File: src/rtl/direct_mapped_cache_if.sv
// direct_mapped_cache_if: CPU-side and memory-side signals of the direct-mapped cache
interface direct_mapped_cache_if #(
  parameter int ADDR_W = 13,
  parameter int DATA_W = 13,
  parameter int CNT_W  = 16
);
  logic [ADDR_W-1:0] cpu_address;
  logic [DATA_W-1:0] cpu_dataIn;
  logic              cpu_read;
  logic              cpu_write;
  logic              flush;
  logic [DATA_W-1:0] cpu_dataOut;
  logic              cpu_done;
  logic [ADDR_W-1:0] mem_address;
  logic [DATA_W-1:0] mem_dataIn;
  logic              mem_read;
  logic              mem_write;
  logic [DATA_W-1:0] mem_dataOut;
  logic              mem_done;
  logic [CNT_W-1:0]  hit_count;
  logic [CNT_W-1:0]  miss_count;
  modport slave (
    input  cpu_address, cpu_dataIn, cpu_read, cpu_write, flush, mem_dataOut, mem_done,
    output cpu_dataOut, cpu_done, mem_address, mem_dataIn, mem_read, mem_write, hit_count, miss_count
  );
  modport master (
    output cpu_address, cpu_dataIn, cpu_read, cpu_write, flush, mem_dataOut, mem_done,
    input  cpu_dataOut, cpu_done, mem_address, mem_dataIn, mem_read, mem_write, hit_count, miss_count
  );
endinterface

File: src/rtl/direct_mapped_cache.sv
// direct_mapped_cache: write-through direct-mapped cache with flush and hit/miss statistics
module direct_mapped_cache #(
  parameter int ADDR_W = 13,
  parameter int DATA_W = 13,
  parameter int LINES  = 8,
  parameter int CNT_W  = 16
) (
  input logic clk,
  input logic reset,
  direct_mapped_cache_if.slave bus
);
  localparam int INDEX_W = $clog2(LINES);
  localparam int TAG_W = ADDR_W - INDEX_W;
  typedef enum logic [1:0] {IDLE, FILL, WRITE, DONE} state_t;
  state_t state_q, state_d;
  logic [LINES-1:0] valid_q, valid_d;
  logic [LINES-1:0][TAG_W-1:0] tag_q, tag_d;
  logic [LINES-1:0][DATA_W-1:0] data_q, data_d;
  logic [ADDR_W-1:0] addr_q, addr_d;
  logic [DATA_W-1:0] wdata_q, wdata_d, dout_q, dout_d;
  logic hit_q, hit_d;
  logic [CNT_W-1:0] hit_cnt_q, hit_cnt_d, miss_cnt_q, miss_cnt_d;
  logic [INDEX_W-1:0] cpu_idx, cap_idx;
  logic [TAG_W-1:0] cpu_tag, cap_tag;
  logic cpu_hit;
  assign cpu_idx = bus.cpu_address[INDEX_W-1:0];
  assign cpu_tag = bus.cpu_address[ADDR_W-1:INDEX_W];
  assign cap_idx = addr_q[INDEX_W-1:0];
  assign cap_tag = addr_q[ADDR_W-1:INDEX_W];
  assign cpu_hit = valid_q[cpu_idx] && tag_q[cpu_idx] == cpu_tag;
  assign bus.cpu_dataOut = dout_q;
  assign bus.cpu_done = state_q == DONE;
  assign bus.mem_address = addr_q;
  assign bus.mem_dataIn = wdata_q;
  assign bus.mem_read = state_q == FILL;
  assign bus.mem_write = state_q == WRITE;
  assign bus.hit_count = hit_cnt_q;
  assign bus.miss_count = miss_cnt_q;
  // next-state, line update and statistics; hit is judged only in IDLE and carried in hit_q
  always_comb begin
    state_d = state_q;
    valid_d = valid_q;
    tag_d = tag_q;
    data_d = data_q;
    addr_d = addr_q;
    wdata_d = wdata_q;
    dout_d = dout_q;
    hit_d = hit_q;
    hit_cnt_d = hit_cnt_q;
    miss_cnt_d = miss_cnt_q;
    case (state_q)
      IDLE:
        if (bus.flush) valid_d = '0;
        else if (bus.cpu_write) begin
          addr_d = bus.cpu_address;
          wdata_d = bus.cpu_dataIn;
          hit_d = cpu_hit;
          state_d = WRITE;
        end else if (bus.cpu_read && cpu_hit) begin
          dout_d = data_q[cpu_idx];
          hit_cnt_d = &hit_cnt_q ? hit_cnt_q : hit_cnt_q + CNT_W'(1);
          state_d = DONE;
        end else if (bus.cpu_read) begin
          addr_d = bus.cpu_address;
          miss_cnt_d = &miss_cnt_q ? miss_cnt_q : miss_cnt_q + CNT_W'(1);
          state_d = FILL;
        end
      FILL:
        if (bus.mem_done) begin
          valid_d[cap_idx] = 1'b1;
          tag_d[cap_idx] = cap_tag;
          data_d[cap_idx] = bus.mem_dataOut;
          dout_d = bus.mem_dataOut;
          state_d = DONE;
        end
      WRITE:
        if (bus.mem_done) begin
          data_d[cap_idx] = hit_q ? wdata_q : data_q[cap_idx];
          state_d = DONE;
        end
      default: state_d = IDLE;
    endcase
  end
  // state and storage registers; reset abandons any in-flight memory access
  always_ff @(posedge clk or negedge reset)
    if (!reset) begin
      state_q <= IDLE;
      valid_q <= '0;
      tag_q <= '0;
      data_q <= '0;
      addr_q <= '0;
      wdata_q <= '0;
      dout_q <= '0;
      hit_q <= 1'b0;
      hit_cnt_q <= '0;
      miss_cnt_q <= '0;
    end else begin
      state_q <= state_d;
      valid_q <= valid_d;
      tag_q <= tag_d;
      data_q <= data_d;
      addr_q <= addr_d;
      wdata_q <= wdata_d;
      dout_q <= dout_d;
      hit_q <= hit_d;
      hit_cnt_q <= hit_cnt_d;
      miss_cnt_q <= miss_cnt_d;
    end
endmodule

File: src/flat_wrapper.sv
// flat-port wrapper written by rule: the top's interface ports become plain ports
module direct_mapped_cache_flat 
#(
  parameter int ADDR_W = 13,
  parameter int DATA_W = 13,
  parameter int LINES  = 8,
  parameter int CNT_W  = 16
)
  (clk, reset, bus_cpu_address, bus_cpu_dataIn, bus_cpu_read, bus_cpu_write, bus_flush, bus_mem_dataOut, bus_mem_done, bus_cpu_dataOut, bus_cpu_done, bus_mem_address, bus_mem_dataIn, bus_mem_read, bus_mem_write, bus_hit_count, bus_miss_count);
  direct_mapped_cache_if #(.ADDR_W(ADDR_W), .DATA_W(DATA_W), .CNT_W(CNT_W)) bus_i ();
  input logic clk;
  input logic reset;
  input wire logic [$bits(bus_i.cpu_address)-1:0] bus_cpu_address;
  input wire logic [$bits(bus_i.cpu_dataIn)-1:0] bus_cpu_dataIn;
  input wire logic [$bits(bus_i.cpu_read)-1:0] bus_cpu_read;
  input wire logic [$bits(bus_i.cpu_write)-1:0] bus_cpu_write;
  input wire logic [$bits(bus_i.flush)-1:0] bus_flush;
  input wire logic [$bits(bus_i.mem_dataOut)-1:0] bus_mem_dataOut;
  input wire logic [$bits(bus_i.mem_done)-1:0] bus_mem_done;
  output wire logic [$bits(bus_i.cpu_dataOut)-1:0] bus_cpu_dataOut;
  output wire logic [$bits(bus_i.cpu_done)-1:0] bus_cpu_done;
  output wire logic [$bits(bus_i.mem_address)-1:0] bus_mem_address;
  output wire logic [$bits(bus_i.mem_dataIn)-1:0] bus_mem_dataIn;
  output wire logic [$bits(bus_i.mem_read)-1:0] bus_mem_read;
  output wire logic [$bits(bus_i.mem_write)-1:0] bus_mem_write;
  output wire logic [$bits(bus_i.hit_count)-1:0] bus_hit_count;
  output wire logic [$bits(bus_i.miss_count)-1:0] bus_miss_count;
  assign bus_i.cpu_address = bus_cpu_address;
  assign bus_i.cpu_dataIn = bus_cpu_dataIn;
  assign bus_i.cpu_read = bus_cpu_read;
  assign bus_i.cpu_write = bus_cpu_write;
  assign bus_i.flush = bus_flush;
  assign bus_i.mem_dataOut = bus_mem_dataOut;
  assign bus_i.mem_done = bus_mem_done;
  assign bus_cpu_dataOut = bus_i.cpu_dataOut;
  assign bus_cpu_done = bus_i.cpu_done;
  assign bus_mem_address = bus_i.mem_address;
  assign bus_mem_dataIn = bus_i.mem_dataIn;
  assign bus_mem_read = bus_i.mem_read;
  assign bus_mem_write = bus_i.mem_write;
  assign bus_hit_count = bus_i.hit_count;
  assign bus_miss_count = bus_i.miss_count;
  direct_mapped_cache #(.ADDR_W(ADDR_W), .DATA_W(DATA_W), .LINES(LINES), .CNT_W(CNT_W)) u_core (.clk(clk), .reset(reset), .bus(bus_i));
endmodule
File: config.mk
export PLATFORM = sky130hd
export DESIGN_NAME = direct_mapped_cache_flat
export DESIGN_NICKNAME = d
export VERILOG_FILES = /design/src/rtl/direct_mapped_cache_if.sv /design/src/rtl/direct_mapped_cache.sv /design/src/flat_wrapper.sv
export SDC_FILE = /design/constraint.sdc
export NUM_CORES = 1
export LEC_CHECK = 0
export CORE_ASPECT_RATIO = 0.9
export CORE_MARGIN = 2
export CORE_UTILIZATION = 55
export CTS_BUF_LIST = sky130_fd_sc_hd__clkbuf_8
export CTS_CLUSTER_DIAMETER = 30
export CTS_CLUSTER_SIZE = 25
export DETAILED_ROUTE_END_ITERATION = 10
export PLACE_DENSITY = 0.75
export SLEW_MARGIN = 40
export SYNTH_ARGS = -nofsm -noshare
export SYNTH_HDL_FRONTEND = slang
export SYNTH_SLANG_ARGS = --single-unit
File: constraint.sdc
create_clock -name clk -period 5.2 [get_ports clk]
set_input_delay 0.52 -clock clk [delete_from_list [all_inputs] [get_ports clk]]
set_output_delay 0.52 -clock clk [all_outputs]
set_load 0.005 [all_outputs]
# Word level (Yosys, flattened, before mapping)
# Cells that the tools add are included.
[word_totals]
output_inout_bits = 74
in_bits = 45
elab_cells = 105
register_bits = 266
[op_classes]
n_mux = 38
n_lt_le_gt_ge = 3
addsub = 2
eq_ne = 13
reduce_logical = 19
bitwise = 6
[op_table]
columns = ["operator", "n"]
rows = [
  ["bitwise mux 104 bit", 2],
  ["two-way mux 104 bit", 2],
  ["case mux 104 bit (2 select lines)", 1],
  ["two-way mux 13 bit", 11],
  ["bitwise mux 80 bit", 1],
  ["binary-select mux 13 bit (select 3 bit)", 2],
  ["demux 13 bit (select 3 bit)", 1],
  ["adder 16 x 1 -> 16 bit, second input constant", 2],
  ["AND reduction 16 bit", 2],
  ["binary-select mux 10 bit (select 3 bit)", 1],
  ["demux 10 bit (select 3 bit)", 1],
  ["case mux 13 bit (2 select lines)", 1],
  ["two-way mux 10 bit", 2],
  ["two-way mux 8 bit", 2],
  ["case mux 8 bit (2 select lines)", 1],
  ["!= test 2 bit, second input constant", 6],
  ["AND reduction 3 bit", 4],
  ["equality test 10 bit", 1],
  ["two-way mux 2 bit", 5],
  ["AND reduction 5 bit", 2],
  ["< comparator 3 x 4 -> 1 bit, second input constant", 2],
  ["bitwise OR 8 bit", 1],
  ["AND reduction 6 bit", 1],
  ["nonzero test 2 bit", 3],
  ["other kinds (15)", 24],
]

# Logic depth before layout (Yosys ltp)
[logic_depth]
word_depth = 9
mapped_depth = 12
mapped_depth_nobuf = 8

# Worst setup path before layout
# OpenSTA, ideal clock, no wires.
[synth_timing]
path_kind = "input port to flip-flop"
from = "input bus_cpu_address[1]"
to = "register u_core.hit_cnt_q[1] (netlist: u_core.bus.hit_count[1])"
path_stages = 10
t_required_ns = 5.075
setup_slack_ns = 2.368
setup_ns = 0.125
path_buffers = 3
t_arrival_ns = 2.707
cell_sequence = "buf_6 > buf_6 > mux4_2 > mux2i_1 > xor2_1 > nand4_1 > or3_1 > buf_6 > nand2b_4 > mux2_4"
[synth_via]
elab_chain_len = 6
elab_cells_between_ends = 8
cone_classes = "eq/ne: 1; mux: 4; reduce/logical: 3"
[synth_lines]
columns = ["item", "line", "source"]
rows = [
  ["from (decl)", "flat_wrapper.sv:13", "input wire logic [$bits(bus_i.cpu_address)-1:0] bus_cpu_address;"],
  ["binary-select mux 10 bit (select 3 bit)", "direct_mapped_cache.sv:30", "assign cpu_hit = valid_q[cpu_idx] && tag_q[cpu_idx] == cpu_tag;"],
  ["two-way mux 10 bit (implied by the code)", "direct_mapped_cache.sv:30", ""],
  ["equality test 10 bit", "direct_mapped_cache.sv:30", ""],
  ["logical AND 1 bit *", "direct_mapped_cache.sv:30", ""],
  ["logical AND 1 bit *", "direct_mapped_cache.sv:59", "end else if (bus.cpu_read && cpu_hit) begin"],
  ["AND reduction 5 bit (no source line) *", "--", ""],
  ["to (signal assigned)", "direct_mapped_cache.sv:106", "hit_cnt_q <= hit_cnt_d;"],
  ["to (decl)", "direct_mapped_cache.sv:22", "logic [CNT_W-1:0] hit_cnt_q, hit_cnt_d, miss_cnt_q, miss_cnt_d;"],
]
# Every way passes the cells marked *; elsewhere a longest branch is shown, timed or not. The select of a mux whose other input is x is not followed.
# A chain may end at the register's enable or synchronous reset.

# Final worst setup path
[layout_timing]
from = "register u_core.addr_q[2] (netlist: u_core.bus.mem_address[2])"
to = "register u_core.data_q[82] in the netlist's numbering"
[layout_via]
elab_chain_len = 7
elab_cells_between_ends = 13
cone_classes = "order compare: 2; mux: 10; reduce/logical: 1"
[layout_lines]
columns = ["item", "line", "source"]
rows = [
  ["from (decl)", "direct_mapped_cache.sv:19", "logic [ADDR_W-1:0] addr_q, addr_d;"],
  ["from (signal assigned)", "direct_mapped_cache.sv:102", "addr_q <= addr_d;"],
  ["< comparator 3 x 4 -> 1 bit (implied by the code) / greater-or-equal comparator 3 x 1 -> 1 bit (equally long branches)", "direct_mapped_cache.sv:72, direct_mapped_cache.sv:78", ""],
  ["logical AND 1 bit (implied by the code)", "direct_mapped_cache.sv:72, direct_mapped_cache.sv:78", ""],
  ["two-way mux 13 bit", "direct_mapped_cache.sv:72, direct_mapped_cache.sv:78", ""],
  ["demux 13 bit (select 3 bit)", "--", ""],
  ["bitwise mux 104 bit, on equally long branches", "direct_mapped_cache.sv:78, direct_mapped_cache.sv:72", ""],
  ["two-way mux 104 bit, on equally long branches", "direct_mapped_cache.sv:77, direct_mapped_cache.sv:69", ""],
  ["case mux 104 bit (2 select lines) *", "direct_mapped_cache.sv:51", "case (state_q)"],
  ["to (signal assigned)", "direct_mapped_cache.sv:101", "data_q <= data_d;"],
  ["to (decl)", "direct_mapped_cache.sv:18", "logic [LINES-1:0][DATA_W-1:0] data_q, data_d;"],
]
# Marked as above.

==> flow_summary.toml <==
[logic_synthesis]
synth_compound_area_frac = 0.09488
synth_top_area_frac = 0.4983
syn_area_um2 = 13360
muxShareOfSynthArea = 0.2379
synthArstFlopShare = 1.000
syn-num-nets = 1211
yosys.area.top_type = "dfrtp_1"
synthCells = 1160
synth_commonest_cells = "266 x dfrtp_1, 169 x nor2_1, 135 x a21oi_1"
synthAdderAreaFrac = 0.005620
ys_ff_latch = 266
post_synth.cell_area_avg_um2 = 11.52
synth_edf_count = 0
yosys.area_share.simple = 0.1055
synth_xor_area_frac = 0.02557
yosys_most_used_dff = "dfrtp_1"
synth_top_family_by_area = "multiplexers"
synth-seq-area-share = 0.4983
ys_types = 57
yosys_warnings = 0
synthTopCellsByArea = "dfrtp_1 50%, mux2_2 8.7%, mux4_2 8.4%"
synthMostInstantiatedCell = "dfrtp_1"

[floorplanning]
die_w_um = 168.3
core_um2 = 24050
rows = 54
initial_core_util = 0.5554
die-area_um2 = 25550
fp.dieH_um = 151.9
num_io_pins = 119

[timing]
clock.fmax_mhz = 302.9
fin_crit_sh = 0.6349
tightest_slew_ns = 0.8004
hold_violations = 0
slew_viol_final = 0
min_period_ns = 3.301
fin_setup_tns_ns = 0
worst_clock_skew_ns = 0.02395
holdWs_ns = 0.3068
setup_viol = 0
relSlewSlack = 0.4512
rsz0062_at_grt = "no"

[pwr]
p_seq_frac = 0.376
p_int_w = 0.006368
leakagePower_nw = 7.127
pwr_density_cell_nw_per_um2 = 611.7
peakVddDrop_mv = 0.2652
power_frac_clock = 0.259
power.switching_w = 0.003517
combPwrFrac = 0.365
swShare = 0.3558

[placed_design]
routabilityCongestion = 0.8547
hpwlAfterDp_um = 21830
portBuffers = 118

[layout]
n_antenna_cell = 0
drive_above_1_share = 0.2313
nNetsFinal = 1337
areaGrowthSynthToFinish_pct = 20.98

[detailed_routing]
drt_iter0_drc = 811
drtAntennaViolNets = 0
routed_via_density = 6.039
drc = 0
drt_pass1_iterations = 7
wl_um = 34490
routedWlPerCell_um = 21.09
via_count = 9873

[clock_network]
clock_latency_ns = 0.58
cts_tree = "yes"
root_buffer = "clkbuf_8"
ctsLongestPathBuffers = 3
h-tree-depth = 2
clock_sinks = 266
cts_buffers = 49
cts.reportedPaths.clkPinSlew_ns = 0.08

[global_route]
antenna_found_initial = 0
grt_pass1_vias = 9958
overflow = 0
grt_pass1_wl_um = 54390
grt_max_degree = 83
grt_util_all_layers = 0.2695

[setup_path]
worst-path-max-fanout = 27
startpoint_type = "flip-flop"
crit_type = "flip-flop to flip-flop"
crit_arrival_ns = 3.72
cp-end-kind = "flip-flop"
required_ns = 5.62

[run]
max_cap_violations = 0

[hold_path]
hp-class = "input pin to async pin"

[outcome]
status = "finished, final reports clean"
-- repair_timing --
action                                 CTS  global route
endpoints found under the hold margin   71             0
resized for setup                        0             0
hold buffers                             1             0
setup buffers                            0             0
-- final cells by class --
cell class / instances / area, um^2
clock inverter: 41 / 573.1
multi-input combinational: 804 / 6324
inverter: 17 / 63.81
fill: 1736 / 7891
clock buffer: 51 / 701.9
tap: 308 / 385.4
timing repair buffer: 148 / 1456
sequential: 266 / 6658
-- worst max-delay path: stages, from the launching register on --
cell      delay (ns)
dfrtp_1         0.72
buf_4           0.43
nor2_1          0.18
a221oi_1        0.34
a21oi_1         0.07
a221oi_1        0.42
o21ai_0         0.14
mux2i_1         0.66
a21oi_1         0.16
-- path summary, 6_finish.rpt --
check	start	endpoint	slack, ns	cells past startpoint
max	u_core.bus.mem_address[2]	u_core.data_q[82]	1.90	8
min	reset	u_core.bus.mem_dataIn[7]	0.31	2
max reg2reg	u_core.bus.mem_address[2]	u_core.data_q[82]	1.90	8
min reg2reg	u_core.bus.miss_count[14]	u_core.bus.miss_count[14]	0.48	1
max in group asynchronous	reset	u_core.bus.mem_address[0]	3.26	5
min in group clk	u_core.bus.miss_count[14]	u_core.bus.miss_count[14]	0.48	1
-- registers in the layout, summed over array words and instances, names as in the netlist --
signal	count
u_core.bus.cpu_dataOut	13
u_core.bus.hit_count	16
u_core.bus.mem_address	13
u_core.bus.mem_dataIn	13
u_core.bus.miss_count	16
u_core.data_q	104
u_core.hit_q	1
u_core.state_q	2
u_core.tag_q	80
u_core.valid_q	8
-- cells by family after synthesis --
family,after synthesis
buffers and inverters,90
and+or+nand+nor,313
DFF,266
muxes,230
AOI/OAI and AO/OA,216
xor gates and xnor gates,39
adders and majority gates,6
-- metal layers --
metal / global-route usage / vias up / routed length, um
met1: 0.3857 / 4979 / 15230
met2: 0.4186 / 379 / 15950
met5: 0 / - / 0
met3: 0.06173 / 60 / 2685
met4: 0.07512 / 0 / 622
li1: - / 4455 / -
-- power groups by stage --
stage                     Sequential, W  Combinational (W)  Clock (W)
after global placement          0.00367            0.00342          0
after detailed placement        0.00370            0.00354          0
after CTS                       0.00369            0.00357    0.00259
after floorplan                 0.00343            0.00253          0
after global routing            0.00382            0.00392    0.00269
final                           0.00371            0.00361    0.00256
-- per-stage QoR --
step	util	std cells	total power [W]	cell area, um^2	setup slack (ns)
finish	0.6719	1635	0.009886	16160	1.899
global route	0.6719	1635	0.01043	16160	1.710
CTS	0.6710	1635	0.009848	16140	1.921
detailed placement	0.6176	1542	0.007242	14850	1.339
global placement	0.6145	1539	0.007085	14780	1.393
floorplan	-	1160	0.005962	13360	2.368
-- cell usage in the layout, fill, tap and decap left out, types with 3 or more instances in the layout --
cell               n
mux4_2            50
inv_1             21
nand2_1           60
a21oi_1          135
and3_1             8
a2bb2oi_1          5
bufinv_16         12
nor2_1           169
nor4_1             3
a22oi_1            4
nand2b_1           7
clkbuf_8          51
xor2_1            38
inv_6              8
nor3_1             4
nand3_1           19
clkdlybuf4s50_1  114
a22o_1             6
buf_4             28
dfrtp_1          265
nor4b_1            3
ha_1               5
nand4_1            7
clkinv_4           5
o221ai_1          14
o21ai_0           29
clkinvlp_4         7
mux2_2           103
mux2_4            11
nor2b_1           14
clkinv_2           4
a221oi_1           6
mux4_1             4
mux2i_1           59
nor3_2             5
Note: power is estimated with default switching activity, not from simulation.
